File: config.mk
export PLATFORM = sky130hd
export DESIGN_NAME = cdb_arbiter
export DESIGN_NICKNAME = d
export VERILOG_FILES = /design/src/rtl/cdb_arbiter.sv
export SDC_FILE = /design/constraint.sdc
export NUM_CORES = 1
export LEC_CHECK = 0
export CAP_MARGIN = 40
export CORE_ASPECT_RATIO = 1.75
export CORE_MARGIN = 2
export CORE_UTILIZATION = 42
export DETAILED_ROUTE_END_ITERATION = 6
export HOLD_SLACK_MARGIN = 0.15
export PLACE_DENSITY_LB_ADDON = 0.1
export SYNTH_ARGS = -nofsm -noshare
export SYNTH_HDL_FRONTEND = slang
export SYNTH_SLANG_ARGS = --single-unit
export TNS_END_PERCENT = 50
File: constraint.sdc
create_clock -name clk -period 10.1 [get_ports clk]
set_input_delay 1.01 -clock clk [delete_from_list [all_inputs] [get_ports clk]]
set_output_delay 1.01 -clock clk [all_outputs]
set_load 0.005 [all_outputs]
File: src/rtl/cdb_arbiter.sv
// Writeback arbiter for the common data bus. Each cycle it grants one finished FU result,
// oldest in the ROB first, and a starvation guard can override that order.
module cdb_arbiter #(
    parameter int unsigned NUM_FU       = 4,
    parameter int unsigned DATA_WIDTH   = 32,
    parameter int unsigned PHY_WIDTH    = 6,
    parameter int unsigned ROB_WIDTH    = 5,
    parameter int unsigned STARVE_LIMIT = 8
) (
    input  logic                           clk,
    input  logic                           rst,
    input  logic [NUM_FU-1:0]              fu_valid,
    output logic [NUM_FU-1:0]              fu_ready,
    input  logic [NUM_FU*PHY_WIDTH-1:0]    fu_prd,
    input  logic [NUM_FU*DATA_WIDTH-1:0]   fu_data,
    input  logic [NUM_FU*ROB_WIDTH-1:0]    fu_rob_idx,
    input  logic [NUM_FU-1:0]              fu_has_rd,
    input  logic [ROB_WIDTH-1:0]           rob_head,
    input  logic                           flush,
    output logic                           cdb_valid,
    output logic [PHY_WIDTH-1:0]           cdb_prd,
    output logic [DATA_WIDTH-1:0]          cdb_data,
    output logic [ROB_WIDTH-1:0]           cdb_rob_idx,
    output logic                           cdb_we
);

    localparam int unsigned IdxW = (NUM_FU > 1) ? $clog2(NUM_FU) : 1;

    logic [3:0]            starve_q [NUM_FU];
    logic [3:0]            starve_d [NUM_FU];
    logic [ROB_WIDTH-1:0]  age [NUM_FU];

    logic                  starve_hit;
    logic [IdxW-1:0]       starve_idx;
    logic                  age_hit;
    logic [IdxW-1:0]       age_idx;
    logic [ROB_WIDTH-1:0]  best_age;
    logic                  grant_any;
    logic [IdxW-1:0]       grant_idx;

    logic [PHY_WIDTH-1:0]  win_prd;
    logic [DATA_WIDTH-1:0] win_data;
    logic [ROB_WIDTH-1:0]  win_rob_idx;
    logic                  win_has_rd;

    logic                  cdb_valid_q;
    logic [PHY_WIDTH-1:0]  cdb_prd_q;
    logic [DATA_WIDTH-1:0] cdb_data_q;
    logic [ROB_WIDTH-1:0]  cdb_rob_idx_q;
    logic                  cdb_has_rd_q;

    // Distance from the ROB head; modular subtraction handles wrap-around.
    always_comb begin
        for (int i = 0; i < NUM_FU; i++) begin
            age[i] = fu_rob_idx[i*ROB_WIDTH +: ROB_WIDTH] - rob_head;
        end
    end

    always_comb begin
        starve_hit = 1'b0;
        starve_idx = '0;
        // Descending scan so the lowest starving index is the one left standing.
        for (int i = int'(NUM_FU) - 1; i >= 0; i--) begin
            if (fu_valid[i] && (starve_q[i] >= 4'(STARVE_LIMIT))) begin
                starve_hit = 1'b1;
                starve_idx = IdxW'(i);
            end
        end

        age_hit  = 1'b0;
        age_idx  = '0;
        best_age = '1;
        for (int i = 0; i < NUM_FU; i++) begin
            if (fu_valid[i] && (!age_hit || (age[i] < best_age))) begin
                age_hit  = 1'b1;
                age_idx  = IdxW'(i);
                best_age = age[i];
            end
        end

        grant_any = !rst && !flush && age_hit;
        grant_idx = starve_hit ? starve_idx : age_idx;
    end

    always_comb begin
        fu_ready = '0;
        if (grant_any) begin
            fu_ready[grant_idx] = 1'b1;
        end
    end

    always_comb begin
        win_prd     = '0;
        win_data    = '0;
        win_rob_idx = '0;
        win_has_rd  = 1'b0;
        for (int i = 0; i < NUM_FU; i++) begin
            if (IdxW'(i) == grant_idx) begin
                win_prd     = fu_prd[i*PHY_WIDTH +: PHY_WIDTH];
                win_data    = fu_data[i*DATA_WIDTH +: DATA_WIDTH];
                win_rob_idx = fu_rob_idx[i*ROB_WIDTH +: ROB_WIDTH];
                win_has_rd  = fu_has_rd[i];
            end
        end
    end

    always_comb begin
        for (int i = 0; i < NUM_FU; i++) begin
            if (flush || !fu_valid[i] || fu_ready[i]) begin
                starve_d[i] = 4'd0;
            end else if (starve_q[i] != 4'hf) begin
                starve_d[i] = starve_q[i] + 4'd1;
            end else begin
                starve_d[i] = starve_q[i];
            end
        end
    end

    always_ff @(posedge clk or posedge rst) begin
        if (rst) begin
            for (int i = 0; i < NUM_FU; i++) begin
                starve_q[i] <= 4'd0;
            end
        end else begin
            for (int i = 0; i < NUM_FU; i++) begin
                starve_q[i] <= starve_d[i];
            end
        end
    end

    // Payload fields hold their last value when nothing is granted.
    always_ff @(posedge clk or posedge rst) begin
        if (rst) begin
            cdb_valid_q   <= 1'b0;
            cdb_prd_q     <= '0;
            cdb_data_q    <= '0;
            cdb_rob_idx_q <= '0;
            cdb_has_rd_q  <= 1'b0;
        end else begin
            cdb_valid_q <= grant_any;
            if (grant_any) begin
                cdb_prd_q     <= win_prd;
                cdb_data_q    <= win_data;
                cdb_rob_idx_q <= win_rob_idx;
                cdb_has_rd_q  <= win_has_rd;
            end
        end
    end

    assign cdb_valid   = cdb_valid_q;
    assign cdb_prd     = cdb_prd_q;
    assign cdb_data    = cdb_data_q;
    assign cdb_rob_idx = cdb_rob_idx_q;
    assign cdb_we      = cdb_valid_q & cdb_has_rd_q;

endmodule

==> flow_summary.yaml, run 1 <==
detailed_routing:
  via_per_inst: 6.02
  detail-route-antenna-nets: 0
  wl_per_cell_um: 21.7
  drtIter0Drc: 402
  num_vias: 5448
  dr.pass1.iters: 7
  routed_wl_mm: 19.6
  drc: 6
layout:
  seqCellArea_mm2: 0.00153
  area_growth_pct: 56.7
  fin_nets: 991
  fillers: 999
  diodes: 0
  drive_above_1_share_pct: 9.35
  stdcell_count: 905
  multiInputGateArea_mm2: 0.00301
  fin_area_mm2: 0.00770
clock_tree:
  cts_sinks: 61
  cts-root-buf: "clkbuf_16"
  cts_buffers: 9
  clkLatencyLatePin_ns: 0.33
  cts_tree: "built"
  cts_resized: 0
  cts_buffer_depth: 2
  clk_pin_slew_worst_paths_ns: 0.06
  cts_post_setup_buffers_inserted: 0
  htreeDepth: 3
  hold_buffers: 0
grt:
  grt_max_degree: 46
  grt_use_total_pct: 31.0
  grt_pass1_wl_mm: 30.1
  grt_remaining_overflow: 0
  first_global_vias: 5813
  antenna_found_initial: 0
floorplan:
  rows: 52
  die_h_um: 147
  die_area_mm2: 0.0126
  start_util_pct: 42.7
  dieWidth_um: 85.8
  core-area_mm2: 0.0115
  io_pins: 237
timing:
  grt_setup_unrepaired: "no"
  slew_headroom_pct: 50.0
  tightestPinTransition_ns: 0.749
  slew_viol_final: 0
  setup_viol: 0
  post-route-period-util_pct: 93.9
  finalHoldViolations: 0
  fmax_mhz: 105
  skew_ns: 0.00931
  fin_crit_ns: 9.48
  setup-tns-final_ns: 0
critical_path:
  crit_path_max_fanout: 14
  timing.rr.start: "starve_q[15]$_DFFE_PP0P_"
  regToRegSetupSlack_ns: 6.87
  r2r_cells: 9
  slowest_stage: "clkdlybuf4s50_1"
  max_stage_delay_ns: 0.55
  end_kind: "output pin"
  critPathLaunchType: "input port"
  cp_common_cell: "ha_1"
  worst-endpoint-arrival_ns: 8.47
  cp.required_ns: 9.09
  r2r_end: "cdb_rob_idx[3]$_DFFE_PP0P_"
  crit_type: "input port to output pin"
power_and_ir_drop:
  peakVddDrop_v: 0.000139
  total_power_w: 0.00155
  power_leakage_nw: 3.30
  p_per_area_mw_per_mm2: 201
min_path:
  min_path_cells: 2
  hold_class: "register to register"
  worstHoldEndpoint: "cdb_has_rd_q$_DFFE_PP0P_"
  min-delay-start: "cdb_has_rd_q$_DFFE_PP0P_"
placed_design:
  dp_cells: 884
  dp_hpwl_mm: 14.9
  io_buffers: 236
  gp_congestion: 0.903
  placed_cell_area_mm2: 0.00736
synth:
  yosysWarnings: 0
  synthCells: 538
  ys_ff_latch: 61
  async_flop_share_pct: 100
  avgSynthCellArea_um2: 9.14
  synth_fp_nets: 764
  syn_area_mm2: 0.00492
  ys_types: 55
  synthFlopType: "dfrtp_1"
  synth_edf_count: 0
  ys_seq_area_share_pct: 31.1
job:
  cap_violations: 0
run_status:
  violations: "DRC"
  status: "finished with violations"
[stage by stage]
step / hold slack [ns] / worst slack, ns / util, %
after floorplan: 0.488 / 2.22 / -
after global placement: 0.509 / 0.506 / 63.7
after detailed placement: 0.533 / 0.367 / 63.9
after CTS: 0.544 / 0.329 / 66.5
after global routing: 0.566 / 0.0426 / 66.9
final: 0.543 / 0.620 / 66.9
[cells in the mapped netlist (10+ instances only)]
cell type | count | area [µm²]
a221oi_1 | 37 | 324
nand3_1 | 13 | 65.1
ha_1 | 34 | 425
a22oi_1 | 14 | 105
mux2i_1 | 17 | 170
buf_2 | 10 | 50.1
dfrtp_1 | 61 | 1530
nand2_1 | 61 | 229
inv_1 | 55 | 206
a21o_1 | 10 | 75.1
o22ai_1 | 31 | 194
a221oi_2 | 25 | 375
a21oi_1 | 14 | 70.1
nor2_1 | 25 | 93.8
o211ai_1 | 15 | 113
xnor2_1 | 13 | 114
o21ai_0 | 10 | 50.1
clkbuf_1 | 14 | 52.6
[layer usage]
metal | up-vias | share of wire [%] | track usage, %
met5 | - | 0 | 0
met2 | 257 | 54 | 55.9
met1 | 2655 | 35 | 33.0
li1 | 2485 | - | -
met4 | 0 | 4.4 | 15.1
met3 | 51 | 6.5 | 7.42
[worst max-delay path: cells and delay by family]
| family | cells | cell delay [ns] |
|---|---|---|
| AOI/OAI and AO/OA | 14 | 3.53 |
| adders and majority gates | 5 | 1.48 |
| buffers and inverters | 6 | 1.63 |
| and+or+nand+nor | 6 | 0.81 |
[area by class of cell]
type,instances,area share [%]
well taps,135,2.19
clock buffers,10,3.10
clock inverters,6,0.812
flip-flops and latches,61,19.8
multi-input cells,387,39.0
inverters,56,2.73
repair buffers,250,32.3
[cell usage in the layout, fill, tap and decap left out, drive strengths merged, types with 14 or more instances in the layout]
cell type and n:
ha 34, a21oi 14, buf 14, nand2 61, mux2i 17, nor2 25
a221oi 62, clkdlybuf4s50 236, a22oi 14, inv 56, o211ai 15, o22ai 31
dfrtp 61
[registers in the layout (all words and copies together), names as in the netlist]
register / cells
cdb_rob_idx: 5
starve_q: 16
cdb_prd: 6
cdb_data: 32
cdb_valid: 1
cdb_has_rd_q: 1
[cell families (layout without fill, tap and decap cells)]
group | after synthesis | in the layout | share of synthesized area, %
AOI/OAI and AO/OA | 186 | 186 | 32.1
xor gates and xnor gates | 18 | 18 | 3.21
adders and majority gates | 38 | 38 | 10.3
buffers and inverters | 90 | 322 | 8.12
DFF | 61 | 61 | 31.1
muxes | 17 | 17 | 3.46
and+or+nand+nor | 128 | 128 | 11.7
[report_power, final]
| group | internal [W] | switching (W) |
|---|---|---|
| sequential | 0.000338 | 0.0000791 |
| combinational | 0.000443 | 0.000372 |
| clock | 0.000197 | 0.000118 |
[worst max-delay path by stage]
stage / from / endpoint / slack [ns]
3_5_place_dp: fu_rob_idx[0] / fu_ready[2] / 0.37
4_1_cts: rob_head[1] / fu_ready[2] / 0.33
6_report: fu_rob_idx[0] / fu_ready[0] / 0.62
2_1_floorplan: rob_head[1] / fu_ready[3] / 2.22
5_1_grt: rob_head[1] / fu_ready[0] / 0.04
3_3_place_gp: rob_head[1] / fu_ready[2] / 0.51
Note: power is estimated with default switching activity, not from simulation.
==> inputs of run 2 (changes only) <==
- REMOVE_ABC_BUFFERS: default -> 1
==> run 2 against run 1 <==
Worst setup slack worse by 0.025 ns; register-to-register slack got worse by 0.23 ns; sequential cell count unchanged; combinational power fell by 1%; the run still ends with DRC left; largest cell class unchanged; clock-buffer cell count rose by 2; power decreased by 0.54%; clock skew fell by 0.0023 ns.
==> flow_summary.yaml, run 2 (synthesis results as in run 1) <==
floorplan:
  io_pins: 237
  die_h_um: 147
  dieWidth_um: 85.8
  core-area_mm2: 0.0115
  die_area_mm2: 0.0126
  rows: 52
  start_util_pct: 42.7
timing:
  post-route-period-util_pct: 94.1
  setup_viol: 0
  tightestPinTransition_ns: 0.733
  setup-tns-final_ns: 0
  fin_crit_ns: 9.51
  setup_ws_ns: 0.594
  slew_viol_final: 0
  grt_setup_unrepaired: "no"
  finalHoldViolations: 0
  fmax_mhz: 105
  slew_headroom_pct: 51.1
  skew_ns: 0.00697
detailed_routing:
  drc: 5
  wl_per_cell_um: 20.7
  dr.pass1.iters: 7
  routed_wl_mm: 18.6
  num_vias: 5344
  drtIter0Drc: 308
  via_per_inst: 5.93
  detail-route-antenna-nets: 0
clock_tree:
  clk_pin_slew_worst_paths_ns: 0.06
  cts_buffer_depth: 2
  clkLatencyLatePin_ns: 0.33
  cts_tree: "built"
  cts_sinks: 61
  hold_buffers: 0
  htreeDepth: 3
  cts-root-buf: "clkbuf_16"
  cts_buffers: 9
power_and_ir_drop:
  power_leakage_nw: 3.28
  peakVddDrop_v: 0.000115
  total_power_w: 0.00154
  p_per_area_mw_per_mm2: 201
critical_path:
  critPathTopFamily: "compound AO/OA/AOI/OAI gates"
  critPathLaunchType: "input port"
  worst-endpoint-arrival_ns: 8.50
  path_buf_inv: 5
  crit_type: "input port to output pin"
  cp_common_cell: "ha_1"
  crit_path_max_fanout: 9
  slowest_stage: "a2111oi_1"
  max_stage_delay_ns: 0.60
  cp.required_ns: 9.09
  end_kind: "output pin"
layout:
  stdcell_count: 901
  final_cell_mix: "clkdlybuf4s50_1 (236), nand2_1 (61), dfrtp_1 (61), inv_1 (54), a221oi_1 (37)"
  layout_commonest_cell: "clkdlybuf4s50_1"
  largest_register_ffs: 32
  area_growth_pct: 56.1
  drive_above_1_share_pct: 8.76
  fin_util_pct: 66.6
  fin_nets: 987
  fillers: 986
min_path:
  hold_class: "register to register"
grt:
  antenna_found_initial: 1
  grt_remaining_overflow: 0
  grt_use_total_pct: 29.8
  first_global_vias: 5627
  grt_max_degree: 47
  grt_pass1_wl_mm: 29.3
placed_design:
  dp_hpwl_mm: 14.3
  place_ws_ns: 0.398
  io_buffers: 236
  gp_congestion: 0.888
  dp_cells: 884
run_status:
  violations: "DRC"
  status: "finished with violations"
job:
  cap_violations: 0
-- run 2: stage by stage --
stage / hold WS (ns) / area, µm²
after floorplan: 0.488 / 4730
after global placement: 0.519 / 7330
after detailed placement: 0.525 / 7350
after CTS: 0.531 / 7660
after global routing: 0.566 / 7670
final: 0.533 / 7670
-- run 2: area by class of cell --
type / count / area, µm² / area share (%)
antenna: 1 / 2.50 / 0.0326
clock inverter: 3 / 45.0 / 0.587
tap: 135 / 169 / 2.20
timing repair buffer: 246 / 2450 / 31.9
sequential: 61 / 1530 / 19.9
inverter: 56 / 210 / 2.74
clock buffer: 12 / 256 / 3.34
multi-input combinational: 387 / 3010 / 39.3
-- run 2: worst paths after layout --
kind	startpoint	end	slack [ns]	depth (start not counted)
worst min-delay path	starve_q[7]$_DFFE_PP0P_	starve_q[7]$_DFFE_PP0P_	0.53	1
max in group asynchronous	rst	cdb_prd[0]$_DFFE_PP0P_	8.07	3
worst min register to register	starve_q[7]$_DFFE_PP0P_	starve_q[7]$_DFFE_PP0P_	0.53	1
min in group asynchronous	rst	starve_q[7]$_DFFE_PP0P_	1.15	2
worst max-delay path	fu_rob_idx[0]	fu_ready[3]	0.59	28
worst max register to register	starve_q[15]$_DFFE_PP0P_	cdb_prd[4]$_DFFE_PP0P_	6.64	10
-- run 2: repair_timing --
| item | in CTS | in global routing |
|---|---|---|
| endpoints found under the hold margin | 0 | 0 |
| buffers inserted | 0 | 1 |
| setup endpoints to repair | 0 | 4 |
| resized for setup | 0 | 2 |
-- run 2: power breakdown --
group	switching (W)	internal, W
sequential	0.0000810	0.000338
combinational	0.000368	0.000438
clock	0.000110	0.000203
total	0.000560	0.000980
-- run 2: routing by layer --
| metal | vias up | global-route usage [%] | share of wire (%) |
|---|---|---|---|
| li1 | 2480 | - | - |
| met1 | 2575 | 33.2 | 35 |
| met2 | 239 | 53.5 | 54 |
| met3 | 50 | 6.29 | 6.5 |
| met4 | 0 | 13.4 | 4.1 |
| met5 | - | 0 | 0 |
